$ cat src/rtl/led_blinker.sv
// led_blinker: four free-running tone toggles (c100/c50/c10/c1 half-periods), switch-selected, enable-gated onto o_led_drive
module led_blinker #(
  parameter int unsigned c100 = 125000,
  parameter int unsigned c50  = 250000,
  parameter int unsigned c10  = 1250000,
  parameter int unsigned c1   = 12500000
) (
  input  logic i_clock,
  input  logic i_reset,
  input  logic i_enable,
  input  logic i_switch_1,
  input  logic i_switch_2,
  output logic o_led_drive,
  output logic dbg_t100,
  output logic dbg_t50,
  output logic dbg_t10,
  output logic dbg_t1,
  output logic dbg_temp_o_led
);
  localparam logic [31:0] half [4] = '{c100, c50, c10, c1};
  logic [3:0] t;
  for (genvar i = 0; i < 4; i++) begin : g_tone
    logic [31:0] cnt;
    logic tog;
    always_ff @(posedge i_clock)
      if (i_reset) begin
        cnt <= '0;
        tog <= 1'b0;
      end else if (cnt == half[i] - 32'd1) begin
        cnt <= '0;
        tog <= ~tog;
      end else begin
        cnt <= cnt + 32'd1;
      end
    assign t[i] = tog;
  end
  assign {dbg_t1, dbg_t10, dbg_t50, dbg_t100} = t;
  assign dbg_temp_o_led = t[{i_switch_1, i_switch_2}];
  assign o_led_drive = dbg_temp_o_led & i_enable;
endmodule

$ cat config.mk
export PLATFORM = sky130hd
export DESIGN_NAME = led_blinker
export DESIGN_NICKNAME = d
export VERILOG_FILES = /design/src/rtl/led_blinker.sv
export SDC_FILE = /design/constraint.sdc
export NUM_CORES = 1
export LEC_CHECK = 0
export ABC_AREA = 1
export CELL_PAD_IN_SITES_DETAIL_PLACEMENT = 0
export CELL_PAD_IN_SITES_GLOBAL_PLACEMENT = 1
export CORE_MARGIN = 10
export CORE_UTILIZATION = 37
export DETAILED_ROUTE_END_ITERATION = 16
export GPL_ROUTABILITY_DRIVEN = 0
export PLACE_DENSITY = 0.79
export SETUP_SLACK_MARGIN = 0.4
export SLEW_MARGIN = 20
export SYNTH_ARGS = -nofsm -noshare
export SYNTH_HDL_FRONTEND = slang
export SYNTH_SLANG_ARGS = --single-unit
$ cat constraint.sdc
create_clock -name i_clock -period 2.3 [get_ports i_clock]
set_clock_uncertainty 0.2 [all_clocks]
set_input_delay 0.575 -clock i_clock [delete_from_list [all_inputs] [get_ports i_clock]]
set_output_delay 0.575 -clock i_clock [all_outputs]
set_load 0.02 [all_outputs]
Word-level counts from Yosys, hierarchy flattened
Cells that the tools add are included.
- $add $sub $neg: 4
- reduce and logical (&&, ||, !) cells: 4
- equality and inequality tests: 4
- order comparisons: 1
- mux-type cells: 2
- bitwise logic cells: 5
- operators by type and width (cell ; number):
    adder 32 x 1 -> 32 bit, second input constant ; 4
    equality test 32 x 17 -> 1 bit, second input constant ; 1
    equality test 32 x 18 -> 1 bit, second input constant ; 1
    equality test 32 x 21 -> 1 bit, second input constant ; 1
    equality test 32 x 24 -> 1 bit, second input constant ; 1
    OR reduction 2 bit ; 4
    inverter 1 bit ; 4
    < comparator 2 x 3 -> 1 bit, second input constant ; 1
    binary-select mux 1 bit (select 2 bit) ; 1
    AND 1 bit ; 1
    two-way mux 1 bit ; 1
- output and inout port bits: 6
- bits of input ports: 5
- bits in registers: 132
- logic and storage cells: 28

Logic depth before layout (Yosys ltp)
Gate-level depths: netlist (run 1).
- word-level depth: 3
- depth in mapped cells: 9
- gate-level depth less buffers: 9

Worst setup path after synthesis (run 1)
Ideal clock, no wire load.
- path type: in2out
- start: in i_switch_2
- end: out o_led_drive
- data arrival time: 1.351 ns
- required time: 1.525 ns
- path buffers: 0
- stages on the path: 5
- setup slack: 0.174 ns
- path through: inv_1 -> nor2_1 -> nor2_1 -> o21ai_0 -> a21boi_0
- word-level cells in the longest chain between the ends: 3
- RTL lines (element ; line ; source):
    start: declaration ; 12 ; input logic i_switch_2,
    binary-select mux 1 bit (select 2 bit) ; 38 ; assign dbg_temp_o_led = t[{i_switch_1, i_switch_2}];
    two-way mux 1 bit (implied by the code) ; 38 ;
    AND 1 bit ; 39 ; assign o_led_drive = dbg_temp_o_led & i_enable;
    end: declaration ; 13 ; output logic o_led_drive,
Every way passes these cells. The select of a mux whose other input is x is not followed.

Worst setup path in the final report (run 1)
- start: reg g_tone[1].tog (netlist: dbg_t50)
- end: out o_led_drive
- word-level cells in the longest chain between the ends: 3
- RTL lines (element ; line ; source):
    start: declaration ; 24 ; logic tog;
    start signal: assignment ; 31 ; tog <= ~tog;
    binary-select mux 1 bit (select 2 bit) ; 38 ;
    two-way mux 1 bit (implied by the code) ; 38 ;
    AND 1 bit ; 39 ;
Every way passes these cells. The select of a mux whose other input is x is not followed.

==> impl_metrics.py, run 1 <==
metrics = {
    "timing": {
        "final_max_slew_viol_count": 0,
        "worst_slew_pin_slew_ps": 368,
        "clock.fmax_mhz": 499,
        "finalCriticalPeriod_ps": 2010,
        "rsz0062_at_grt": "true",
        "setup_ws_ps": 294,
        "hold_viol": 0,
        "finalCritPeriodShare": 0.872,
        "max_slew_margin": 0.753,
        "setup_violations": 0,
    },
    "yosys": {
        "avgSynthCellArea_um2": 6.06,
        "synth_edf_count": 0,
        "netlist_instances": 1240,
        "syn_nets": 1249,
        "yosysMostFrequentCell": "nand2_1",
        "synth_seq_cells": 132,
        "yosys-top-cells-area": "dfxtp_1 35%, nand2_1 22%, nor2_1 14%, inv_1 6.9%, nand3_1 4.5%",
        "synthSimpleGateAreaFrac": 0.471,
        "synth_compound_area_frac": 0.0363,
        "synth_top_family_by_area": "simple AND/OR/NAND/NOR gates",
        "async_flop_share": 0,
        "syn_area_um2": 7510,
        "synth_ff_type": "dfxtp_1",
        "ys_warn_count": 0,
        "ys_seq_area_frac": 0.352,
        "synthAdderAreaFrac": 0.00666,
        "synth-xor-area-share": 0.0478,
        "yosys-mux-area-fraction": 0,
        "synth_top_area_frac": 0.352,
        "ys_types": 24,
        "synth_commonest_cells": "442 x nand2_1, 288 x nor2_1, 138 x inv_1, 132 x dfxtp_1, 67 x nand3_1",
        "synth_top_cell_by_area": "dfxtp_1",
    },
    "floorplan": {
        "io_pins": 11,
        "core_area_um2": 20100,
        "die_w_um": 162,
        "die_h_um": 162,
        "dieArea_um2": 26400,
        "rows": 52,
        "start_util": 0.374,
    },
    "detailed_routing": {
        "totalWireLength_um": 18800,
        "via_per_inst": 4.52,
        "drt_iter0_drc": 325,
        "drt_first_pass_iters": 5,
        "ant_nets": 0,
        "drc": 0,
        "dr_total_vias": 7030,
        "wl_per_cell_um": 12.1,
    },
    "clock_network": {
        "clock-root-buffer": "clkbuf_16",
        "cts.sinks": 132,
        "insertion_delay_ps": 430,
        "cts_inserted_buffers": 17,
        "cts_tree": "done",
        "cts.clk_slew.worst_paths_ps": 60,
        "cts_max_path_buffers": 2,
        "cts_max_level": 4,
        "cts_hold_buf": 0,
    },
    "grt": {
        "grt_pass1_vias": 6759,
        "grt_pass1_wl_um": 31700,
        "grt_overflow": 0,
        "grt_max_degree": 33,
        "grt_usage": 0.145,
        "antenna_found_initial": 0,
    },
    "finish": {
        "num-fill-cells": 2206,
        "final_cell_area_um2": 8670,
        "diodes": 0,
        "layout.nets": 1282,
        "syn2layout_area_growth_pct": 15.5,
        "drive_above_1_share": 0.0925,
    },
    "worst_setup_path": {
        "reg2regPathDepth": 8,
        "cp.arrival_ps": 1230,
        "r2r_start": "g_tone[1].cnt[0]",
        "worstReg2RegEnd": "g_tone[1].cnt[3]",
        "startpoint_type": "register",
        "crit_path_end_kind": "primary output",
        "path_class": "register to primary output",
        "cp_data_required_time_ps": 1520,
        "worstPathMaxFanout": 2,
        "endpoint": "o_led_drive",
        "r2r_slack_ps": 490,
        "startpoint": "dbg_t50",
    },
    "power": {
        "p_leak_nw": 3.09,
        "p_per_area_nw_per_um2": 606,
        "worst_ir_drop_vdd_uv": 480,
    },
    "place": {
        "dp_worst_setup_slack_ps": -596,
        "postPlaceCellArea_um2": 7910,
        "dpl.hpwl_um": 13700,
        "port_buffers": 10,
    },
    "hold_path": {
        "holdPathStages": 1,
        "hold_class": "register to register",
    },
    "run_status": {
        "status": "complete, no violations",
    },
    "job": {
        "max-cap-violations": 0,
    },
}
-- worst max-delay path, stage by stage (launching register included) --
cell and delay [ps]:
dfxtp_2 340, nor2_2 40, nor2_2 80, o21ai_2 70, a21boi_2 150, buf_6 130
-- registers in the layout, summed over array words and instances, names as in the netlist --
name	count
dbg_t1	1
dbg_t10	1
dbg_t100	1
dbg_t50	1
g_tone.cnt	128
-- worst min path at each step --
stage	startpoint	endpoint	slack, ps
floorplan	g_tone[2].cnt[0]	g_tone[2].cnt[0]	220
finish	g_tone[1].cnt[0]	g_tone[1].cnt[0]	250
detailed placement	g_tone[1].cnt[0]	g_tone[1].cnt[0]	240
global placement	g_tone[1].cnt[0]	g_tone[1].cnt[0]	230
global route	g_tone[2].cnt[0]	g_tone[2].cnt[0]	270
CTS	g_tone[2].cnt[0]	g_tone[2].cnt[0]	250
-- routing by layer --
layer | vias to the layer above | global-route usage | routed length (um)
met5 | - | 0 | 0
met4 | 0 | 0.0397 | 215
met3 | 17 | 0.0336 | 580
met2 | 75 | 0.239 | 8660
met1 | 3113 | 0.185 | 9360
li1 | 3825 | - | -
-- through the flow --
stage / cells / total power [mW] / util / hold slack [ps] / TNS, ps
finish: 1556 / 5.26 / 0.431 / 246 / 0
global route: 1556 / 5.43 / 0.431 / 267 / 0
CTS: 1550 / 5.28 / 0.424 / 250 / 0
detailed placement: 1516 / 2.49 / 0.394 / 240 / -1130
global placement: 1516 / 2.49 / 0.394 / 229 / -1090
floorplan: 1240 / 2.46 / - / 217 / 0
-- placed cells by master (no fill, tap or decap), types with 3 or more instances in the layout --
| cell | instances |
|---|---|
| xor2_1 | 20 |
| dfxtp_1 | 129 |
| buf_12 | 3 |
| nand3_1 | 66 |
| nand3b_1 | 3 |
| nor2_2 | 20 |
| nand4_1 | 7 |
| nand2_1 | 440 |
| bufinv_16 | 3 |
| a21oi_1 | 35 |
| buf_4 | 10 |
| inv_1 | 136 |
| clkbuf_1 | 3 |
| xnor2_1 | 21 |
| nand2_4 | 3 |
| buf_2 | 4 |
| ha_1 | 3 |
| clkbuf_16 | 18 |
| nor2_4 | 20 |
| o21ai_0 | 13 |
| dfxtp_2 | 3 |
| nor2_1 | 283 |
| clkinv_2 | 5 |
| nand2_2 | 12 |
-- cells by family (layout without fill, tap and decap cells) --
group                      count (synthesis)  after routing
AOI/OAI and AO/OA                         53             53
xor gates and xnor gates                  41             41
DFF                                      132            132
and+or+nand+nor                          859            861
buffers and inverters                    151            195
adders and majority gates                  4              4
-- report_power, final --
part	leakage (nW)	switching, mW	total, mW	internal (mW)
clock network	0.290	1.05	2.80	1.75
logic	1.74	0.0838	0.138	0.0543
registers	1.07	0.0120	2.32	2.30
-- layout make-up --
| cell class | count | area [um2] | share of cell area |
|---|---|---|---|
| Clock buffer | 22 | 464 | 0.0535 |
| Clock inverter | 10 | 130 | 0.0150 |
| Inverter | 139 | 522 | 0.0602 |
| Multi-Input combinational cell | 959 | 4340 | 0.500 |
| Sequential cell | 132 | 2650 | 0.305 |
| Tap cell | 270 | 338 | 0.0389 |
| Timing Repair Buffer | 24 | 235 | 0.0271 |
-- repair_timing --
item,in CTS,in global routing
pin swaps,4,8
cloned,0,3
gates resized for setup,41,24
endpoints found under the setup margin,37,118
setup buffers,2,3
Note: power is estimated with default switching activity, not from simulation.
==> inputs of run 2 (changes only) <==
--- a/config.mk
+++ b/config.mk
@@ -12,7 +12,7 @@
 export CORE_UTILIZATION = 37
 export DETAILED_ROUTE_END_ITERATION = 16
 export GPL_ROUTABILITY_DRIVEN = 0
-export PLACE_DENSITY = 0.79
+export PLACE_DENSITY = 0.67
 export SETUP_SLACK_MARGIN = 0.4
 export SLEW_MARGIN = 20
 export SYNTH_ARGS = -nofsm -noshare
==> run 2 against run 1 <==
  * Final cell count up 0.58%
  * Fmax fell by 5.1%
  * Sequential share of layout area fell by 0.29 points
  * Die area did not move
  * Global-route usage rose by 0.70 points
  * Critical path type is now primary input to primary output
  * Worst setup slack worse by 110 ps
  * Critical endpoint unchanged
  * Largest power group unchanged
==> impl_metrics.py, run 2 (same netlist as run 1, synthesis figures left out) <==
metrics = {
    "run_status": {
        "status": "complete, no violations",
    },
    "worst_setup_path": {
        "cp_data_required_time_ps": 1520,
        "path_class": "primary input to primary output",
        "cp.arrival_ps": 1340,
        "worstPathMaxFanout": 3,
        "startpoint_type": "primary input",
        "crit_path_end_kind": "primary output",
    },
    "clock_network": {
        "clock-root-buffer": "clkbuf_16",
        "cts_inserted_buffers": 17,
        "cts.sinks": 132,
        "cts.clk_slew.worst_paths_ps": 60,
        "cts_max_path_buffers": 2,
        "cts_tree": "done",
        "cts_max_level": 4,
        "insertion_delay_ps": 430,
    },
    "floorplan": {
        "dieArea_um2": 26400,
        "rows": 52,
        "start_util": 0.374,
        "io_pins": 11,
        "die_w_um": 162,
        "core_area_um2": 20100,
        "die_h_um": 162,
    },
    "finish": {
        "final_cell_mix": "441 x nand2_1, 286 x nor2_1, 136 x inv_1, 128 x dfxtp_1, 66 x nand3_1",
        "largest_register_ff_count": 128,
        "largest-register": "g_tone.cnt",
        "drive_above_1_share": 0.0996,
        "layout.nets": 1291,
        "diodes": 0,
        "regArea_um2": 2650,
        "multi_input_area_um2": 4330,
        "final_common_cell": "nand2_1",
        "syn2layout_area_growth_pct": 16.6,
        "num-fill-cells": 2182,
    },
    "grt": {
        "grt_pass1_wl_um": 32900,
        "grt_pass1_vias": 6664,
        "grt_max_degree": 33,
        "grt_overflow": 0,
        "antenna_found_initial": 0,
        "grt_usage": 0.152,
    },
    "power": {
        "p_per_area_nw_per_um2": 589,
        "p_leak_nw": 3.13,
        "worst_ir_drop_vdd_uv": 469,
        "totalPowerFinal_mw": 5.16,
    },
    "detailed_routing": {
        "drt_first_pass_iters": 5,
        "drt_iter0_drc": 358,
        "drc": 0,
        "totalWireLength_um": 20000,
        "wl_per_cell_um": 12.8,
        "dr_total_vias": 7038,
        "via_per_inst": 4.50,
        "ant_nets": 0,
    },
    "timing": {
        "worst_slew_pin_slew_ps": 374,
        "final_max_slew_viol_count": 0,
        "finalCritPeriodShare": 0.919,
        "rsz0062_at_grt": "true",
        "max_slew_margin": 0.750,
        "hold_viol": 0,
        "setup_violations": 0,
        "clock.fmax_mhz": 473,
        "finalCriticalPeriod_ps": 2110,
        "tns_ps": 0,
    },
    "place": {
        "port_buffers": 10,
        "dpl.hpwl_um": 14500,
    },
    "job": {
        "max-cap-violations": 0,
    },
    "hold_path": {
        "hold_class": "register to register",
    },
}
run 2: changes by cell type in the layout (fill, tap and decap cells not counted), sizes merged:
cell           delta
clkbuf            -4
inv               +7
clkdlybuf4s50     +1
clkinv            -3
dlygate4sd2       -1
clkinvlp          +3
buf               +8
bufinv            -2
run 2: worst paths after layout:
path | from | end | slack, ps | cells past startpoint
min | g_tone[2].cnt[0] | g_tone[2].cnt[0] | 220 | 1
max | i_switch_2 | o_led_drive | 190 | 8
min reg2reg | g_tone[2].cnt[0] | g_tone[2].cnt[0] | 220 | 1
max reg2reg | g_tone[3].cnt[0] | g_tone[3].cnt[9] | 510 | 9
run 2: cell type report:
class                           count  share of cell area
Timing Repair Buffer               33              0.0396
Inverter                          139              0.0600
Multi-Input combinational cell    959               0.494
Sequential cell                   132               0.302
Tap cell                          270              0.0386
Clock buffer                       17              0.0486
Clock inverter                     15              0.0167
run 2: metal layers:
layer,vias up,routed length (um),track usage
li1,3848,-,-
met2,72,9180,0.244
met1,3105,10100,0.206
met3,13,480,0.0230
met5,-,0,0
met4,0,208,0.0438
run 2: timing repair:
| item | CTS | global route |
|---|---|---|
| resized for setup | 41 | 20 |
| setup buffers | 0 | 7 |
| gates cloned | 1 | 5 |
| endpoints found under the hold margin | 0 | 0 |
| hold buffers | 0 | 0 |
| endpoints found under the setup margin | 37 | 133 |
| pin swaps | 3 | 9 |
run 2: where the power goes:
part           switching (mW)  internal [mW]  leakage (nW)
Combinational          0.0927         0.0696          1.79
Clock                    1.17           1.51         0.270
Sequential             0.0123           2.30          1.07
run 2: stage by stage:
stage | std cells | setup slack [ps] | cell area (um2) | hold slack [ps] | util
after global placement | 1520 | -744 | 7960 | 227 | 0.396
after global routing | 1565 | 125 | 8760 | 246 | 0.436
after floorplan | 1240 | 404 | 7510 | 217 | -
final | 1565 | 185 | 8760 | 217 | 0.436
after detailed placement | 1520 | -724 | 7960 | 235 | 0.396
after CTS | 1553 | 176 | 8540 | 250 | 0.425
run 2: worst max-delay path, cell delays in order:
cell      delay (ps)
buf_2            130
inv_2             50
nor2_1            30
nor2_1            70
o21ai_1           70
buf_4            150
a21boi_2         130
buf_6            130
==> inputs of run 3 (changes only) <==
--- a/config.mk
+++ b/config.mk
@@ -7,12 +7,12 @@
 export LEC_CHECK = 0
 export ABC_AREA = 1
 export CELL_PAD_IN_SITES_DETAIL_PLACEMENT = 0
-export CELL_PAD_IN_SITES_GLOBAL_PLACEMENT = 1
+export CELL_PAD_IN_SITES_GLOBAL_PLACEMENT = 2
 export CORE_MARGIN = 10
-export CORE_UTILIZATION = 37
+export CORE_UTILIZATION = 34
 export DETAILED_ROUTE_END_ITERATION = 16
 export GPL_ROUTABILITY_DRIVEN = 0
-export PLACE_DENSITY = 0.67
+export PLACE_DENSITY = 0.77
 export SETUP_SLACK_MARGIN = 0.4
 export SLEW_MARGIN = 20
 export SYNTH_ARGS = -nofsm -noshare
==> run 3 against run 2 <==
  * Power increased by 4.8%
  * Final cell count is 0.38% higher
  * First-iteration DRC count up 10%
  * Sequential share of layout area down 0.29 points
  * Clock power increased by 9.3%
  * Global-route usage decreased by 0.66 points
  * Via count about the same
  * Critical path type unchanged
  * Largest power group unchanged
  * Highest routed layer unchanged
==> impl_metrics.py, run 3 (same netlist as run 1, synthesis figures left out) <==
metrics = {
    "floorplan": {
        "rows": 54,
        "io_pins": 11,
        "dieArea_um2": 28400,
        "die_h_um": 169,
        "start_util": 0.345,
        "core_area_um2": 21800,
        "die_w_um": 169,
    },
    "power": {
        "p_leak_nw": 3.13,
        "worst_ir_drop_vdd_uv": 379,
        "p_sw_mw": 1.20,
        "internal_power_mw": 4.21,
        "power_frac_comb": 0.029,
        "power_frac_seq": 0.429,
        "p_sw_frac": 0.223,
        "clock_power_share": 0.542,
        "p_per_area_nw_per_um2": 611,
    },
    "worst_setup_path": {
        "path_class": "primary input to primary output",
        "reg2regPathDepth": 10,
        "cp.arrival_ps": 1250,
        "r2r_slack_ps": 500,
        "cp_data_required_time_ps": 1520,
        "r2r_start": "g_tone[3].cnt[0]",
        "startpoint_type": "primary input",
        "startpoint": "i_switch_2",
        "worstPathMaxFanout": 3,
        "crit_path_end_kind": "primary output",
        "worstReg2RegEnd": "g_tone[3].cnt[20]",
    },
    "hold_path": {
        "holdPathStages": 1,
        "hp-start": "g_tone[2].cnt[0]",
        "hold_end": "g_tone[2].cnt[0]",
        "hold_class": "register to register",
    },
    "finish": {
        "largest-register": "g_tone.cnt",
        "final_common_cell": "nand2_1",
        "syn2layout_area_growth_pct": 17.9,
        "num-fill-cells": 2412,
        "final_cell_area_um2": 8860,
        "multi_input_area_um2": 4400,
        "regArea_um2": 2650,
        "diodes": 0,
        "final_cell_mix": "438 x nand2_1, 283 x nor2_1, 136 x inv_1, 127 x dfxtp_1, 66 x nand3_1",
        "stdcell_count": 1571,
        "drive_above_1_share": 0.103,
        "layout.nets": 1287,
        "largest_register_ff_count": 128,
    },
    "timing": {
        "clock.fmax_mhz": 493,
        "tns_ps": 0,
        "finalCritPeriodShare": 0.882,
        "rsz0062_at_grt": "true",
        "worst_slew_pin_slew_ps": 378,
        "finalCriticalPeriod_ps": 2030,
        "hold_viol": 0,
        "holdWs_ps": 229,
        "max_slew_margin": 0.748,
        "setup_violations": 0,
        "final_max_slew_viol_count": 0,
    },
    "clock_network": {
        "cts.sinks": 132,
        "cts_hold_buf": 0,
        "cts_tree": "done",
        "insertion_delay_ps": 430,
        "cts.clk_slew.worst_paths_ps": 60,
        "cts_inserted_buffers": 17,
        "cts_max_path_buffers": 2,
        "clock-root-buffer": "clkbuf_16",
        "cts_max_level": 4,
    },
    "grt": {
        "antenna_found_initial": 0,
        "grt_pass1_vias": 6662,
        "grt_pass1_wl_um": 33800,
        "grt_overflow": 0,
        "grt_usage": 0.145,
        "grt_max_degree": 33,
    },
    "place": {
        "dpl.hpwl_um": 14800,
        "port_buffers": 10,
        "dp.cells": 1525,
        "postPlaceCellArea_um2": 7930,
    },
    "detailed_routing": {
        "dr_total_vias": 7041,
        "wl_per_cell_um": 13.0,
        "totalWireLength_um": 20500,
        "drt_first_pass_iters": 5,
        "ant_nets": 0,
        "drt_iter0_drc": 395,
        "via_per_inst": 4.48,
        "drc": 0,
    },
    "job": {
        "max-cap-violations": 0,
    },
    "run_status": {
        "status": "complete, no violations",
    },
}
run 3: what timing repair did:
item / 4_1_cts / 5_1_grt
gates resized for setup: 48 / 27
pin swaps: 6 / 9
setup buffers: 5 / 3
endpoints found under the setup margin: 69 / 132
cloned: 2 / 4
run 3: metrics by stage:
stage | power (mW) | utilization | setup slack (ps)
final | 5.41 | 0.407 | 271
after floorplan | 2.46 | - | 404
after CTS | 5.46 | 0.398 | 274
after global routing | 5.60 | 0.407 | 176
after global placement | 2.49 | 0.365 | -580
after detailed placement | 2.49 | 0.365 | -577
run 3: worst max-delay path: stages:
cell	delay [ps]
buf_2	120
inv_2	50
nor2_1	40
nor2_1	110
o21ai_2	80
a21boi_2	140
buf_6	130
run 3: metal layers:
| metal | wire length [um] | part of all wire | global-route usage | vias up |
|---|---|---|---|---|
| met4 | 143 | 0.0070 | 0.0337 | 0 |
| met1 | 10500 | 0.51 | 0.192 | 3134 |
| met5 | 0 | 0 | 0 | - |
| li1 | - | - | - | 3835 |
| met3 | 416 | 0.020 | 0.0289 | 11 |
| met2 | 9460 | 0.46 | 0.238 | 61 |
run 3: cell type report:
type	count	area share
multi-input cells	960	0.497
repair buffers	28	0.0349
clock inverters	14	0.0209
inverters	139	0.0589
well taps	280	0.0396
flip-flops and latches	132	0.299
clock buffers	18	0.0496
run 3: worst max-delay path by stage:
stage                     cells past startpoint  slack (ps)     endpoint
final                                         7         270  o_led_drive
after global routing                          5         180  o_led_drive
after CTS                                     5         270  o_led_drive
after detailed placement                      7        -580  o_led_drive
after global placement                        7        -580  o_led_drive
after floorplan                               5         400  o_led_drive
run 3: power by group through the flow:
| stage | clock network (mW) | logic [mW] | registers [mW] |
|---|---|---|---|
| 4_1_cts | 3.01 | 0.136 | 2.32 |
| 2_1_floorplan | 0 | 0.0909 | 2.37 |
| 3_5_place_dp | 0 | 0.120 | 2.37 |
| 5_1_grt | 3.10 | 0.175 | 2.32 |
| 3_3_place_gp | 0 | 0.120 | 2.37 |
| 6_report | 2.93 | 0.158 | 2.32 |
